<file path="src/rtl/dma_pkg.sv">
// Shared types and constants for the single-channel DMA copy engine.
package dma_pkg;

    typedef enum logic [1:0] {
        DMA_IDLE,
        DMA_RUN,
        DMA_DONE
    } dma_state_t;

    localparam int unsigned DMA_DEFAULT_DATA_WIDTH = 32;
    localparam int unsigned WORD_BYTES             = DMA_DEFAULT_DATA_WIDTH / 8;
    localparam int unsigned DMA_CNT_W              = 16;
    localparam int unsigned DMA_MAX_WORDS          = 16383;

    function automatic int unsigned byte_shift(input int unsigned data_width);
        return $clog2(data_width / 8);
    endfunction

endpackage

</file>
<file path="src/rtl/dma_fifo.sv">
// Synchronous word FIFO buffering read data between the read and write sides.
// Push while full is only honoured when a pop happens in the same cycle.
module dma_fifo #(
    parameter int unsigned DATA_WIDTH = 32,
    parameter int unsigned DEPTH      = 8
) (
    input  logic                     clk,
    input  logic                     rst,
    input  logic                     push,
    input  logic [DATA_WIDTH-1:0]    push_data,
    input  logic                     pop,
    output logic [DATA_WIDTH-1:0]    head,
    output logic                     full,
    output logic                     empty,
    output logic [$clog2(DEPTH):0]   count
);

    localparam int unsigned PTR_W = $clog2(DEPTH);

    logic [DATA_WIDTH-1:0] mem [DEPTH];
    logic [PTR_W-1:0]      wr_ptr;
    logic [PTR_W-1:0]      rd_ptr;
    logic                  do_push;
    logic                  do_pop;

    assign empty   = (count == '0);
    assign full    = (count == (PTR_W + 1)'(DEPTH));
    assign do_pop  = pop && !empty;
    assign do_push = push && (!full || do_pop);
    assign head    = mem[rd_ptr];

    always_ff @(posedge clk or posedge rst) begin
        if (rst) begin
            wr_ptr <= '0;
            rd_ptr <= '0;
            count  <= '0;
        end else begin
            if (do_push) wr_ptr <= wr_ptr + 1'b1;
            if (do_pop)  rd_ptr <= rd_ptr + 1'b1;
            case ({do_push, do_pop})
                2'b10:   count <= count + 1'b1;
                2'b01:   count <= count - 1'b1;
                default: count <= count;
            endcase
        end
    end

    // When full, the slot written is the one being popped this cycle.
    always_ff @(posedge clk) begin
        if (do_push) mem[wr_ptr] <= push_data;
    end

endmodule

</file>
<file path="src/rtl/dma_engine.sv">
// Single-channel word copy engine: credit-limited read issuer feeding a FIFO drained by a writer.
// Optional busy-cycle counter port dma_cycles is built when DMA_PERF_CNT_EN is defined.
module dma_engine
    import dma_pkg::*;
#(
    parameter int unsigned ADDR_WIDTH = 32,
    parameter int unsigned DATA_WIDTH = DMA_DEFAULT_DATA_WIDTH,
    parameter int unsigned FIFO_DEPTH = 8
) (
    input  logic                  clk,
    input  logic                  rst,
    input  logic                  dma_start,
    input  logic [ADDR_WIDTH-1:0] src_addr,
    input  logic [ADDR_WIDTH-1:0] dst_addr,
    input  logic [15:0]           length,
    output logic                  dma_done,
    output logic                  dma_busy,
    output logic                  rd_req_valid,
    input  logic                  rd_req_ready,
    output logic [ADDR_WIDTH-1:0] rd_req_addr,
    input  logic                  rd_rsp_valid,
    input  logic [DATA_WIDTH-1:0] rd_rsp_data,
    output logic                  wr_req_valid,
    input  logic                  wr_req_ready,
    output logic [ADDR_WIDTH-1:0] wr_req_addr,
    output logic [DATA_WIDTH-1:0] wr_req_data
`ifdef DMA_PERF_CNT_EN
    ,
    output logic [31:0]           dma_cycles
`endif
);

    localparam int unsigned BYTES_PER_WORD = DATA_WIDTH / 8;
    localparam int unsigned SHIFT          = byte_shift(DATA_WIDTH);
    localparam int unsigned CNT_W          = DMA_CNT_W;
    localparam logic [ADDR_WIDTH-1:0] ALIGN_MASK = ~(ADDR_WIDTH'(BYTES_PER_WORD - 1));
    localparam logic [ADDR_WIDTH-1:0] ADDR_STEP  = ADDR_WIDTH'(BYTES_PER_WORD);

    dma_state_t state;
    dma_state_t state_nxt;

    logic [ADDR_WIDTH-1:0] rd_addr;
    logic [ADDR_WIDTH-1:0] wr_addr;
    logic [CNT_W-1:0]      words_total;
    logic [CNT_W-1:0]      words_req;
    logic [CNT_W-1:0]      rd_cnt;
    logic [CNT_W-1:0]      wr_cnt;
    logic [CNT_W-1:0]      outstanding;
    logic                  start_ok;
    logic                  rd_fire;
    logic                  wr_fire;
    logic                  fifo_push;
    logic                  fifo_full;
    logic                  fifo_empty;
    logic [DATA_WIDTH-1:0] fifo_head;
    logic [$clog2(FIFO_DEPTH):0] fifo_count;

    assign words_req   = length >> SHIFT;
    assign start_ok    = (state == DMA_IDLE) && dma_start;
    // Reads issued but not yet written cover both in-flight and buffered words.
    assign outstanding = rd_cnt - wr_cnt;
    assign rd_fire     = rd_req_valid && rd_req_ready;
    assign wr_fire     = wr_req_valid && wr_req_ready;
    assign fifo_push   = rd_rsp_valid && (state == DMA_RUN);

    assign rd_req_addr  = rd_addr;
    assign wr_req_addr  = wr_addr;
    assign wr_req_valid = !fifo_empty;
    assign wr_req_data  = fifo_empty ? '0 : fifo_head;

    dma_fifo #(
        .DATA_WIDTH (DATA_WIDTH),
        .DEPTH      (FIFO_DEPTH)
    ) u_fifo (
        .clk       (clk),
        .rst       (rst),
        .push      (fifo_push),
        .push_data (rd_rsp_data),
        .pop       (wr_fire),
        .head      (fifo_head),
        .full      (fifo_full),
        .empty     (fifo_empty),
        .count     (fifo_count)
    );

    always_ff @(posedge clk or posedge rst) begin
        if (rst) state <= DMA_IDLE;
        else     state <= state_nxt;
    end

    always_comb begin
        state_nxt    = state;
        dma_done     = 1'b0;
        dma_busy     = 1'b0;
        rd_req_valid = 1'b0;
        case (state)
            DMA_IDLE: begin
                if (dma_start) state_nxt = (words_req == '0) ? DMA_DONE : DMA_RUN;
            end
            DMA_RUN: begin
                dma_busy     = 1'b1;
                rd_req_valid = (rd_cnt < words_total) && (outstanding < CNT_W'(FIFO_DEPTH));
                if (wr_fire && ((wr_cnt + CNT_W'(1)) == words_total)) state_nxt = DMA_DONE;
            end
            DMA_DONE: begin
                dma_busy  = 1'b1;
                dma_done  = 1'b1;
                state_nxt = DMA_IDLE;
            end
            default: state_nxt = DMA_IDLE;
        endcase
    end

    always_ff @(posedge clk or posedge rst) begin
        if (rst) begin
            rd_addr     <= '0;
            wr_addr     <= '0;
            words_total <= '0;
            rd_cnt      <= '0;
            wr_cnt      <= '0;
        end else if (start_ok) begin
            rd_addr     <= src_addr & ALIGN_MASK;
            wr_addr     <= dst_addr & ALIGN_MASK;
            words_total <= words_req;
            rd_cnt      <= '0;
            wr_cnt      <= '0;
        end else begin
            if (rd_fire) begin
                rd_addr <= rd_addr + ADDR_STEP;
                rd_cnt  <= rd_cnt + CNT_W'(1);
            end
            if (wr_fire) begin
                wr_addr <= wr_addr + ADDR_STEP;
                wr_cnt  <= wr_cnt + CNT_W'(1);
            end
        end
    end

`ifdef DMA_PERF_CNT_EN
    logic [31:0] cycle_cnt;

    always_ff @(posedge clk or posedge rst) begin
        if (rst)                                         cycle_cnt <= '0;
        else if (start_ok)                               cycle_cnt <= '0;
        else if ((state == DMA_RUN) && (cycle_cnt != '1)) cycle_cnt <= cycle_cnt + 32'd1;
    end

    assign dma_cycles = cycle_cnt;
`endif

    a_no_overflow: assert property (@(posedge clk) disable iff (rst) fifo_push |-> !fifo_full);
    a_buffer_le_credit: assert property (@(posedge clk) disable iff (rst)
        32'(fifo_count) <= 32'(outstanding));

endmodule

</file>
<file path="config.mk">
export PLATFORM = sky130hd
export DESIGN_NAME = dma_engine
export DESIGN_NICKNAME = d
export VERILOG_FILES = /design/src/rtl/dma_pkg.sv /design/src/rtl/dma_fifo.sv /design/src/rtl/dma_engine.sv
export SDC_FILE = /design/constraint.sdc
export NUM_CORES = 1
export LEC_CHECK = 0
export CAP_MARGIN = 5
export CELL_PAD_IN_SITES_DETAIL_PLACEMENT = 1
export CELL_PAD_IN_SITES_GLOBAL_PLACEMENT = 1
export CORE_ASPECT_RATIO = 0.7
export CORE_MARGIN = 1.5
export CORE_UTILIZATION = 46
export DETAILED_ROUTE_END_ITERATION = 7
export PLACE_DENSITY = 0.87
export SLEW_MARGIN = 20
export SYNTH_ARGS = -nofsm -noshare
export SYNTH_HDL_FRONTEND = slang
export SYNTH_HIERARCHICAL = 1
export SYNTH_SLANG_ARGS = --single-unit
</file>
<file path="constraint.sdc">
create_clock -name clk -period 7.2 [get_ports clk]
set_clock_uncertainty 0.2 [all_clocks]
set_input_delay 0.72 -clock clk [delete_from_list [all_inputs] [get_ports clk]]
set_output_delay 0.72 -clock clk [all_outputs]
set_load 0.1 [all_outputs]
</file>
# Word level (Yosys, flattened, before mapping)
# Memories as Yosys holds them, arrays and structs flattened.
# Cells that the tools add are included.
# word_totals
output_inout_bits	100
ff_bits	122
n_memories	1
input_bits	118
ramBits	256
# mem_list
name	words	width	rd	rd_ports_with_merged_regs	write_ports	line_no	text
u_fifo.mem	8	32	1	0	1	dma_fifo.sv:20	logic [DATA_WIDTH-1:0] mem [DEPTH];
# op_classes
mux	19
addsub	9
n_reduce_logical	19
eq_ne	8
n_lt_le_gt_ge	2
# ops
operator	count
$mux W32	5
$add A32 B3 Y32 const B	2
$mux W16	4
$add A16 B1 Y16 const B	2
$eq A16 B14 Y1	1
$logic_not A16 Y1	1
$lt A16 B14 Y1	1
$lt A16 B4 Y1 const B	1
$sub A16 B16 Y16	1
$logic_and A1 B1 Y1	8
$pmux W4 S2	1
$add A3 B1 Y3 const B	2
$mux W2	3
$reduce_bool A2 Y1	3
$mux W1	5
$add A4 B1 Y4 const B	1
$eq A2 B1 Y1 const B	2
$eq A2 B2 Y1 const B	2
$eq A4 B4 Y1 const B	1
$logic_not A4 Y1	1
$pmux W2 S2	1
$sub A4 B1 Y4 const B	1
$logic_not A1 Y1	2
$logic_not A2 Y1	1
5 further kinds	5

# Longest topological paths before layout
# logic_depth
word_depth	8
depth_mapped	16
ltp_nobuf	13

# Cells and area by module
# Netlist, hierarchy kept.
# modules_own_cells
module	cells_each	seq_area_each_um2	area_per_inst_um2	n_inst
dma_fifo	442	7937.6	10401.2	1
dma_engine	938	2702.6	7621.1	1

# Least setup slack after synthesis
# OpenSTA, ideal clock, no wires.
# synth_path
path_type	register -> register
startpoint	reg u_fifo.count[1]
endpoint	mem u_fifo.mem[0][0] (enable)
arrival_time_ns	5.153
slack_ns	1.386
setup_ns	0.461
path_buffers	3
synth_period_minus_slack_ns	5.814
path_stages_with_launch	13
cell_sequence	dfrtp_1 or3_1 buf_2 nor2_1 inv_1 nand2_1 inv_1 clkbuf_1 clkbuf_1 nand2b_1 o21a_1 nand2b_1 nor3_1
# synth_via
elab_chain_len	8
elab_cells_between_ends	10
classes_between	eq/ne (1); mux (2); reduce/logical (7)
# synth_lines
item	line_no	text
from (decl)	dma_fifo.sv:15	output logic [$clog2(DEPTH):0] count
from (signal assigned)	dma_fifo.sv:41	2'b10: count <= count + 1'b1;
from (signal assigned)	dma_fifo.sv:42	2'b01: count <= count - 1'b1;
from (signal assigned)	dma_fifo.sv:43	default: count <= count;
$logic_not A4 Y1	dma_fifo.sv:26	assign empty = (count == '0);
net fifo_empty	dma_engine.sv:54	logic fifo_empty;
$logic_not A1 Y1	dma_engine.sv:68	assign wr_req_valid = !fifo_empty;
net wr_req_valid	dma_engine.sv:23	output logic wr_req_valid,
$logic_and A1 B1 Y1	dma_engine.sv:63	assign wr_fire = wr_req_valid && wr_req_ready;
net wr_fire	dma_engine.sv:51	logic wr_fire;
$logic_and A1 B1 Y1	dma_fifo.sv:28	assign do_pop = pop && !empty;
$logic_or A1 B1 Y1	dma_fifo.sv:29	assign do_push = push && (!full || do_pop);
$logic_and A1 B1 Y1	dma_fifo.sv:29	
$mux W1	dma_fifo.sv:50	if (do_push) mem[wr_ptr] <= push_data;
$mux W1 (implied by the code)	dma_fifo.sv:50	
to (decl)	dma_fifo.sv:20	
# The timed path passes the listed nets, and every way through them passes these cells.

# Final worst setup path
# layout_path
startpoint	reg wr_cnt[2]
endpoint	out rd_req_valid
# layout_via
elab_chain_len	4
# layout_lines
item	line_no	text
from (decl)	dma_engine.sv:47	logic [CNT_W-1:0] wr_cnt;
from (signal assigned)	dma_engine.sv:134	wr_cnt <= wr_cnt + CNT_W'(1);
$sub A16 B16 Y16	dma_engine.sv:61	assign outstanding = rd_cnt - wr_cnt;
$lt A16 B4 Y1	dma_engine.sv:102	rd_req_valid = (rd_cnt < words_total) && (outstanding < CNT_W'(FIFO_DEPTH));
$logic_and A1 B1 Y1	dma_engine.sv:102	
$mux W1	dma_engine.sv:96	case (state)
to (decl)	dma_engine.sv:18	output logic rd_req_valid,
# Every way passes these cells.

==> impl_results.md <==
* Remaining DRCs at 0
* Overflow after GRT at 0
* Mapped Cells at 1379
* CTS root buffer: clkbuf_16
* Cts-stage hold buffer count at 0
* Sw frac at 0.487
* Switching power at ~5.1 mW
* Clock slew seen by the registers of the worst setup and hold paths at ~0.06 ns
* Crit. End Element: output port
* Detail Route met3 WL at ~2.2 mm
* Hpwl dp at roughly 34 mm
* Kind of critical path: register to output port
* Vias at ~12000
* Final hold vios at 0
* Initial Util at 0.468
* Layout Utilization at 0.568
* Clock buffer depth at 3
* Slew margin rel. at 0.257
* Largest net degree at the start of global routing at between 70 and 80
* CTS Buf Count at 39
* Metal2 WL at 25.7 mm
* Final WS setup at about 0.86 ns
* Final worst path period need at ~6.3 ns
* Clock latency on the worst-skew pair at 0.55 ns
* Least-Margin Pin Slew at roughly 1.1 ns
* Post_cts resized at 0
* P_int at about 5.4 mW
* Max Slew Vio Count at 0
* Place WS at 1.58 ns
* RD Place Congestion at 0.854
* Critical Path AT at ~5.4 ns
* Vias/cell at 5.84
* Total die area at 0.0404 mm²
* Placed inst area at around 0.02 mm²
* Core box area at 0.0385 mm²
* Leakage Power at 7.91 nW
* PwrDens at around 480 mW/mm²
* Worst min path class: register to register
* Drt initial violations at 930
* 1st-pass router iterations at 5
* Layout cells sized above 1 at 0.114
* Finished Cell Area at 0.0219 mm²
* Final WL at between 50 and 60 mm
* Flop-to-flop setup slack at about 2.6 ns
* Clk sink count at 374
* Sequential share of power at 0.289
* Chip width at between 200 and 250 µm
* WHS at approximately 0.35 ns
* Max VDD drop at around 430 µV
* WP data required at about 6.3 ns
* Synthesized area per cell at between 10 and 15 µm²
* Max Fanout on Critical Path at 47
* Setup tns final at 0 ns
* Final period util at 0.880
* Clock Power Share at 0.196
* Max-cap viol count at 0
* Final setup viols at 0
* GRT Util Overall at 0.259
* Comb power frac at 0.515
* Post-Syn Area at ~0.018 mm²
* Status: finished clean
* Routed length on met1 at approximately 23 mm
* Top Ports at 218
* Nets@finish at between 1500 and 2000
* Warning count from the yosys run at 6
* Area growth syn-to-layout at 21.5%
* IO Port Bufs at between 200 and 250
* CTS tree: done
* Row cnt at 60
* Die Span Y at approximately 170 µm
* Max Fclk at 0.158 GHz
* Routed len/inst at 24.2 µm
* Post-CTS Setup Repair Bufs at 0
* CTS H-tree depth at 2
* DR top layer: met4
* Vias in the first global route at around 13000
* First-pass GRT wire length at ~80 mm
* Initial antenna violation count at 1
* Post-DRT Antenna Nets at 0
* Startpoint types: register
* RSZ-0062 raised after global routing: no
## sequential cells by signal, summed over array words and instances, names as in the netlist
register       count
words_total       14
wr_req_addr       30
u_fifo/mem       256
rd_req_addr       30
u_fifo/wr_ptr      3
state              2
rd_cnt            16
wr_cnt            16
u_fifo/count       4
u_fifo/rd_ptr      3
## stage by stage
step                instances  total power [mW]
floorplan                1382              7.05
global placement         2065              8.24
detailed placement       2065              8.41
CTS                      2137              10.5
global route             2137              10.8
finish                   2138              10.5
## per-layer routing
layer,global-route usage,vias up
met3,0.0352,70
met4,0.0633,0
met1,0.361,6473
met2,0.433,349
met5,0,-
li1,-,5601
## power by group through the flow
stage / combinational, mW / sequential, mW / clock (mW)
floorplan: 2.99 / 4.06 / 0
global placement: 5.22 / 3.01 / 0
detailed placement: 5.36 / 3.05 / 0
CTS: 5.40 / 3.02 / 2.08
global route: 5.60 / 3.07 / 2.16
finish: 5.38 / 3.02 / 2.05
## worst max-delay path, cell delays in order (launching register included)
cell,delay (ns)
dfrtp_1,0.42
inv_1,0.13
ha_1,0.31
a21oi_1,0.23
o21ai_1,0.17
a31oi_1,0.40
o21ai_0,0.18
a2111oi_0,0.73
o21ai_1,0.36
or3_4,0.61
nor2b_1,0.18
clkdlybuf4s50_1,1.15
## placed cells by master (no fill, tap or decap), types with 40 or more instances in the layout
cell             count
clkbuf_16           40
clkdlybuf4s50_1    207
dfrtp_1            116
edfxtp_1           256
inv_1               47
nand2_1            119
nand3_1             51
nor2_1              77
o21ai_0             88
xnor2_1             47
## area by class of cell
class | count | area [µm²]
Fill cell | 3832 | 16600
Sequential cell | 374 | 10600
Multi-Input combinational cell | 889 | 6880
Timing Repair Buffer | 227 | 2220
Clock buffer | 54 | 1090
Tap cell | 527 | 659
Clock inverter | 18 | 205
Inverter | 48 | 183
Antenna cell | 1 | 2.50
## path summary, 6_finish.rpt
kind,from,end,depth (start not counted)
min in group asynchronous,rst,u_fifo/wr_ptr[0],2
max,wr_cnt[2],rd_req_valid,11
max reg2reg,wr_cnt[4],rd_cnt[4],13
min reg2reg,state[0],state[0],1
max in group asynchronous,rst,rd_req_addr[18],3
min,state[0],state[0],1
Note: power is estimated with default switching activity, not from simulation.
